===== src/rtl/breakpoint_controller.sv =====
// Breakpoint responder for the (instance_id, stmt_id) trace stream: stalls on a
// table match or in single-step mode and holds the event until the debugger resumes.
module breakpoint_controller #(
   parameter int unsigned NUM_BP     = 4,
   parameter int unsigned ID_WIDTH   = 32,
   parameter int unsigned STMT_WIDTH = 32,
   parameter int unsigned CNT_WIDTH  = 16
) (
   input  logic                  clk,
   input  logic                  rst,
   input  logic                  trace_valid,
   output logic                  trace_ready,
   input  logic [ID_WIDTH-1:0]   trace_instance_id,
   input  logic [STMT_WIDTH-1:0] trace_stmt_id,
   input  logic                  cfg_we,
   input  logic [3:0]            cfg_index,
   input  logic                  cfg_enable,
   input  logic                  cfg_any_inst,
   input  logic [ID_WIDTH-1:0]   cfg_instance_id,
   input  logic [STMT_WIDTH-1:0] cfg_stmt_id,
   input  logic                  step_en,
   input  logic                  resume,
   output logic                  halted,
   output logic [4:0]            hit_index,
   output logic [ID_WIDTH-1:0]   hit_instance_id,
   output logic [STMT_WIDTH-1:0] hit_stmt_id,
   output logic [CNT_WIDTH-1:0]  hit_count
);

   typedef enum logic [1:0] {
      ST_RUN     = 2'd0,
      ST_HALTED  = 2'd1,
      ST_RELEASE = 2'd2
   } state_e;

   state_e                state_q;
   logic                  en_q   [NUM_BP];
   logic                  any_q  [NUM_BP];
   logic [ID_WIDTH-1:0]   inst_q [NUM_BP];
   logic [STMT_WIDTH-1:0] stmt_q [NUM_BP];

   logic                  halted_q;
   logic [4:0]            hit_index_q;
   logic [ID_WIDTH-1:0]   hit_inst_q;
   logic [STMT_WIDTH-1:0] hit_stmt_q;
   logic [CNT_WIDTH-1:0]  hit_count_q;

   logic       match_found;
   logic [4:0] match_idx;
   logic       halt_req;

   // Priority match against the current table; descending scan lets the lowest index win.
   always_comb begin
      match_found = 1'b0;
      match_idx   = 5'd0;
      for (int i = int'(NUM_BP) - 1; i >= 0; i--) begin
         if (en_q[i] && (stmt_q[i] == trace_stmt_id) &&
             (any_q[i] || (inst_q[i] == trace_instance_id))) begin
            match_found = 1'b1;
            match_idx   = 5'(i);
         end
      end
   end

   always_comb begin
      halt_req    = 1'b0;
      trace_ready = 1'b0;
      case (state_q)
         ST_RUN: begin
            halt_req    = trace_valid && (match_found || step_en);
            trace_ready = !halt_req;
         end
         ST_HALTED:  trace_ready = 1'b0;
         ST_RELEASE: trace_ready = 1'b1;
         default:    trace_ready = 1'b0;
      endcase
   end

   always_ff @(posedge clk) begin
      if (rst) begin
         state_q     <= ST_RUN;
         halted_q    <= 1'b0;
         hit_index_q <= 5'd0;
         hit_inst_q  <= '0;
         hit_stmt_q  <= '0;
         hit_count_q <= '0;
         for (int i = 0; i < int'(NUM_BP); i++) begin
            en_q[i]   <= 1'b0;
            any_q[i]  <= 1'b0;
            inst_q[i] <= '0;
            stmt_q[i] <= '0;
         end
      end else begin
         // Out-of-range indices never compare equal, so such writes drop out.
         for (int i = 0; i < int'(NUM_BP); i++) begin
            if (cfg_we && (cfg_index == 4'(i))) begin
               en_q[i]   <= cfg_enable;
               any_q[i]  <= cfg_any_inst;
               inst_q[i] <= cfg_instance_id;
               stmt_q[i] <= cfg_stmt_id;
            end
         end
         case (state_q)
            ST_RUN: begin
               if (halt_req) begin
                  state_q     <= ST_HALTED;
                  halted_q    <= 1'b1;
                  hit_index_q <= match_found ? match_idx : 5'(NUM_BP);
                  hit_inst_q  <= trace_instance_id;
                  hit_stmt_q  <= trace_stmt_id;
                  if (hit_count_q != '1) hit_count_q <= hit_count_q + CNT_WIDTH'(1);
               end
            end
            ST_HALTED: begin
               if (resume) begin
                  state_q  <= ST_RELEASE;
                  halted_q <= 1'b0;
               end
            end
            ST_RELEASE: begin
               if (trace_valid) state_q <= ST_RUN;
            end
            default: state_q <= ST_RUN;
         endcase
      end
   end

   assign halted          = halted_q;
   assign hit_index       = hit_index_q;
   assign hit_instance_id = hit_inst_q;
   assign hit_stmt_id     = hit_stmt_q;
   assign hit_count       = hit_count_q;

endmodule


===== config.mk =====
export PLATFORM = sky130hd
export DESIGN_NAME = breakpoint_controller
export DESIGN_NICKNAME = d
export VERILOG_FILES = /design/src/rtl/breakpoint_controller.sv
export SDC_FILE = /design/constraint.sdc
export NUM_CORES = 1
export LEC_CHECK = 0
export CAP_MARGIN = 30
export CORE_ASPECT_RATIO = 1.25
export CORE_UTILIZATION = 40
export DETAILED_ROUTE_END_ITERATION = 16
export GPL_ROUTABILITY_DRIVEN = 0
export PLACE_DENSITY_LB_ADDON = 0.08
export SYNTH_ARGS = -nofsm -noshare
export SYNTH_HDL_FRONTEND = slang
export SYNTH_SLANG_ARGS = --single-unit

===== constraint.sdc =====
create_clock -name clk -period 5.2 [get_ports clk]
set_clock_uncertainty 0.1 [all_clocks]
set_input_delay 0.78 -clock clk [delete_from_list [all_inputs] [get_ports clk]]
set_output_delay 0.78 -clock clk [all_outputs]
set_load 0.03 [all_outputs]

### Word-level counts from Yosys, hierarchy flattened

Memory sizes are Yosys's and may differ from the RTL's.
Index checks and enable logic that the tools add are counted.

| operators by class | value |
|---|---|
| $add $sub $neg | 1 |
| eq/ne operators | 17 |
| mux-type cells | 48 |
| bitwise gates (word level) | 16 |
| reduce and logical (&&, ||, !) cells | 26 |

Operators by type and width:

| operator | number |
|---|---|
| 32-bit equality test | 8 |
| 32-bit 2-to-1 mux | 8 |
| 1-bit 2-to-1 mux | 29 |
| 5-bit 2-to-1 mux | 4 |
| 16-bit by 1-bit adder with 16-bit output (second input constant) | 1 |
| 16-bit inequality test (second input constant) | 1 |
| 1-bit OR | 16 |
| 1-bit logical AND | 13 |
| 3-bit AND reduction | 3 |
| 4-bit by 2-bit equality test with 1-bit output (second input constant) | 2 |
| 2-bit 2-to-1 mux | 4 |
| 2-bit inequality test (second input constant) | 3 |
| 2-bit one-hot mux with 3 select lines | 1 |
| 1-bit logical OR | 5 |
| 4-bit by 1-bit equality test with 1-bit output (second input constant) | 1 |
| 4-bit logical NOT | 1 |
| 1-bit one-hot mux with 2 select lines | 2 |
| 2-bit by 1-bit equality test with 1-bit output (second input constant) | 1 |
| 2-bit equality test (second input constant) | 1 |
| 2-bit logical NOT | 1 |
| 2-bit AND reduction | 1 |
| 2-bit nonzero test | 1 |
| 1-bit logical NOT | 1 |

| storage, ports and cells | value |
|---|---|
| flip-flop bits (word level) | 88 |
| bits in writable memories | 264 |
| output and inout bits | 87 |
| memories | 4 |

Memory list:

| memory | depth | width | read ports | clocked after memory_dff | write ports | line | RTL |
|---|---|---|---|---|---|---|---|
| inst_q | 4 | 32 | 4 | 0 | 4 | 39 | `logic [ID_WIDTH-1:0] inst_q [NUM_BP];` |
| stmt_q | 4 | 32 | 4 | 0 | 4 | 40 | `logic [STMT_WIDTH-1:0] stmt_q [NUM_BP];` |
| any_q | 4 | 1 | 4 | 0 | 4 | 38 | `logic any_q [NUM_BP];` |
| en_q | 4 | 1 | 4 | 0 | 4 | 37 | `logic en_q [NUM_BP];` |

### Depth between registers and ports, before layout

Gate-level depths: netlist of the first run.
An unclocked memory read counts as a cell.

| logic depth | value |
|---|---|
| word-level depth | 13 |
| mapped depth | 11 |

### Worst setup path after synthesis of the first run

No wires, ideal clock.

| path | value |
|---|---|
| path type | input port to output port |
| from | input trace_stmt_id[4] |
| to | output trace_ready |
| data arrival time | 2.570 ns |
| required time | 4.320 ns |
| path slack | 1.750 ns |
| cell stages on the path | 9 |
| cells stage by stage | buf_2 > xor2_1 > nor4_1 > nand4_1 > or4_4 > o22ai_4 > nor2_1 > nand2_1 > a31oi_1 |

| between the ends | value |
|---|---|
| cells in the longest elaborated chain, start to end | 11 |
| elaborated cells between the ends (all ways) | 20 |
| those cells by class | eq/ne (4); mux (5); reduce/logical (11) |

Ends and longest elaborated chain:

| what | line | RTL |
|---|---|---|
| from (decl) | 14 | `input logic [STMT_WIDTH-1:0] trace_stmt_id,` |
| 32-bit equality test | 57 | `if (en_q[i] && (stmt_q[i] == trace_stmt_id) &&` |
| 1-bit logical AND (2 in a row) | 57 |  |
| 1-bit 2-to-1 mux (3 in a row) | 57 |  |
| 1-bit 2-to-1 mux (*) | 57 |  |
| 1-bit logical OR (*) | 70 | `halt_req = trace_valid && (match_found \|\| step_en);` |
| 1-bit logical AND (*) | 70 |  |
| 1-bit logical NOT (*) | 71 | `trace_ready = !halt_req;` |
| 1-bit one-hot mux with 2 select lines (*) | 68 | `case (state_q)` |
| to (decl) | 12 | `output logic trace_ready,` |

Mark *: on every way between the ends. The rest lies on a longest branch, timed or not.

### Worst setup path after layout of the first run

| path | value |
|---|---|
| from | input trace_stmt_id[5] |
| to | output trace_ready |

The elaborated chain is that of the path after synthesis.

==> flow_metrics.env, run 1 <==
export IMPL_cts_sinks=350
export IMPL_io_pins=227
export IMPL_slew_violations=0
export IMPL_yosys_top_cells_area="edfxtp_1 (49%), dfxtp_1 (11%), and2_1 (10%)"
export IMPL_dp_hpwl_um=30400
export IMPL_drtIter0Drc=461
export IMPL_fin_crit_ns=4.80
export IMPL_grt_pass1_wl_um=64600
export IMPL_top_usage_layer="met2"
export IMPL_num_vias=10200
export IMPL_hold_viol=0
export IMPL_max_freq_mhz=208
export IMPL_dp_slack_ns=0.361
export IMPL_netlist_area_um2=16200
export IMPL_synth_ff_type="edfxtp_1"
export IMPL_fillers=3601
export IMPL_ir_drop_mv=0.175
export IMPL_routedWlPerCell_um=21.5
export IMPL_fin_ws_ns=0.396
export IMPL_path_cells="clkdlybuf4s50_1 > xor2_1 > nor4_1 > buf_4 > nand4_1 > or4_1 > o22ai_4 > nor2_1 > nand2_1 > a31oi_1 > clkdlybuf4s50_1"
export IMPL_hold_path_class="reg2reg"
export IMPL_drc=0
export IMPL_grt_util_met1_pct=23.3
export IMPL_root_buffer="clkbuf_16"
export IMPL_drv_cap=0
export IMPL_drt_total_wl_um=44000
export IMPL_cts_tree="built"
export IMPL_worst_slew_pin_slew_ns=0.907
export IMPL_crit_path_start_kind="input port"
export IMPL_rsz0062_at_grt="no"
export IMPL_n_antenna_cell=0
export IMPL_core_um2=40000
export IMPL_met2_usage_pct=40.8
export IMPL_tns_ns=0
export IMPL_endpoint_kind="primary output"
export IMPL_std_cell_rows=82
export IMPL_critPathKind="in2out"
export IMPL_yosys_warnings=0
export IMPL_die_x_um=182
export IMPL_synth_top_area_cell="edfxtp_1"
export IMPL_overflow=0
export IMPL_ys_seq_elements=350
export IMPL_period_share_pct=92.4
export IMPL_cp_common_cell="clkdlybuf4s50_1"
export IMPL_synth_top_cell_area_share_pct=48.9
export IMPL_arrival_ns=3.92
export IMPL_cts_hold_buf=0
export IMPL_crit_fanout=5
export IMPL_synth_area_per_cell_um2=12.2
export IMPL_die_y_um=227
export IMPL_syn_to_final_growth_pct=24.8
export IMPL_crit_path_max_incr_delay_ns=0.65
export IMPL_post_cts_resized=0
export IMPL_power_density_nw_per_um2=332
export IMPL_outcome="finished clean"
export IMPL_clk_latency_ns=0.54
export IMPL_slew_limit_headroom_pct=39.4
export IMPL_portBuffers=224
export IMPL_cp_required_ns=4.32
export IMPL_grt_pass1_vias=10500
export IMPL_firstDrtPassIters=4
export IMPL_ys_seq_area_share_pct=59.5
export IMPL_postCtsSetupBuffers=0
export IMPL_numCtsBuffers=38
export IMPL_path_clk_slew_ns=0.06
export IMPL_netlist_instances=1328
export IMPL_final_nets=1656
export IMPL_start_util_pct=40.5
export IMPL_drive_gt1_share_pct=6.80
export IMPL_synth_async_reset_ratio_pct=0
export IMPL_grt_max_degree=55
export IMPL_ant_nets=0
export IMPL_p_leak_nw=7.36
export IMPL_grt_usage_pct=21.4
export IMPL_dieArea_um2=41400
export IMPL_synth_commonest_cells="and2_1 (264), edfxtp_1 (264), xnor2_1 (167), xor2_1 (89), dfxtp_1 (86)"
export IMPL_antenna_found_initial=3
export IMPL_setup_violations_final=0
export IMPL_vias_per_cell=4.97
export IMPL_synth_edf_count=264
export IMPL_ys_types=43
export IMPL_met3_usage_pct=3.31
export IMPL_clock_path_buffers=3
export IMPL_htree_num_levels=2
export IMPL_crit_slowest_cell="or4_1"
==> worst paths after layout <==
check	to	startpoint	depth (start not counted)	slack [ns]
worst max-delay path	trace_ready	trace_stmt_id[5]	11	0.40
worst min-delay path	hit_index[0]	hit_index[0]	2	0.35
worst max register to register	hit_count[3]	stmt_q[2][6]	11	1.86
worst min register to register	hit_index[0]	hit_index[0]	2	0.35
==> power breakdown <==
part / switching (W) / internal, W
Clock: 0.00111 / 0.00164
Sequential: 0.0000685 / 0.00316
Combinational: 0.000414 / 0.000334
==> flip-flops by register name, indices dropped and copies added (netlist names) <==
register	count
any_q	4
en_q	4
halted	1
hit_count	16
hit_index	3
hit_instance_id	32
hit_stmt_id	32
inst_q	128
state_q	2
stmt_q	128
==> layer usage <==
layer  vias to the layer above  routed length (um)
met1                      4931               16700
li1                       4907                   -
met5                         -                  30
met3                        87                1720
met2                       243               23600
met4                         6                1900
==> cell type report <==
class	count	area (um2)	share of cell area [%]
clock buffers	51	1030	5.09
flip-flops and latches	350	9650	47.7
well taps	504	631	3.12
multi-input cells	855	6110	30.2
repair buffers	261	2570	12.7
clock inverters	18	211	1.04
inverters	9	33.8	0.167
==> cells by family (layout without fill, tap and decap cells) <==
| family | after synthesis | in the layout | synth area share [%] |
|---|---|---|---|
| flops | 350 | 350 | 59.5 |
| fa+ha+maj | 1 | 1 | 0.0771 |
| mux | 67 | 67 | 4.15 |
| buf+inv | 124 | 339 | 3.27 |
| compound gates | 47 | 47 | 1.99 |
| simple gates | 482 | 482 | 17.2 |
| xor+xnor | 256 | 256 | 13.8 |
| other cells | 1 | 2 | 0.0231 |
==> critical path, delay by kind of cell <==
kind	cells	cell delay, ns
XOR/XNOR	1	0.23
AND/OR/NAND/NOR	5	1.32
buffers and inverters	3	1.35
AO/OA/AOI/OAI	2	0.24
==> per-stage QoR <==
| step | hold WS (ns) | instance area, um2 | std cells | power (W) | utilization (%) |
|---|---|---|---|---|---|
| finish | 0.350 | 20200 | 2048 | 0.00672 | 50.6 |
| global route | 0.372 | 20200 | 2048 | 0.00696 | 50.6 |
| CTS | 0.351 | 20200 | 2048 | 0.00681 | 50.6 |
| detailed placement | 0.343 | 19000 | 1979 | 0.00405 | 47.5 |
| global placement | 0.344 | 19000 | 1978 | 0.00404 | 47.4 |
| floorplan | 0.395 | 16200 | 1329 | 0.00369 | - |
==> layout by cell type (no fill, tap or decap), types with 8 or more instances in the layout <==
master           Yosys  layout
or4_1               10      10
nand2_1             15      14
nor2_1              74      74
nand3_1             15      15
nand4_1             44      44
edfxtp_1           264     264
clkbuf_16            0      39
o31ai_1              8       8
clkbuf_1            83      11
buf_4                2      34
and2_1             264     264
dfxtp_1             86      86
nor4_1              30      30
a21oi_1             21      21
inv_1                9       9
xor2_1              89      89
xnor2_1            167     167
mux2i_1             65      65
clkdlybuf4s50_1      0     223
No activity file was read; power rests on OpenSTA's default activity.
==> inputs of run 2 (changes only) <==
GPL_ROUTABILITY_DRIVEN = default   (was 0)
==> results of run 2 <==
No change in the layout: final DEF, timing and power equal those of run 1.
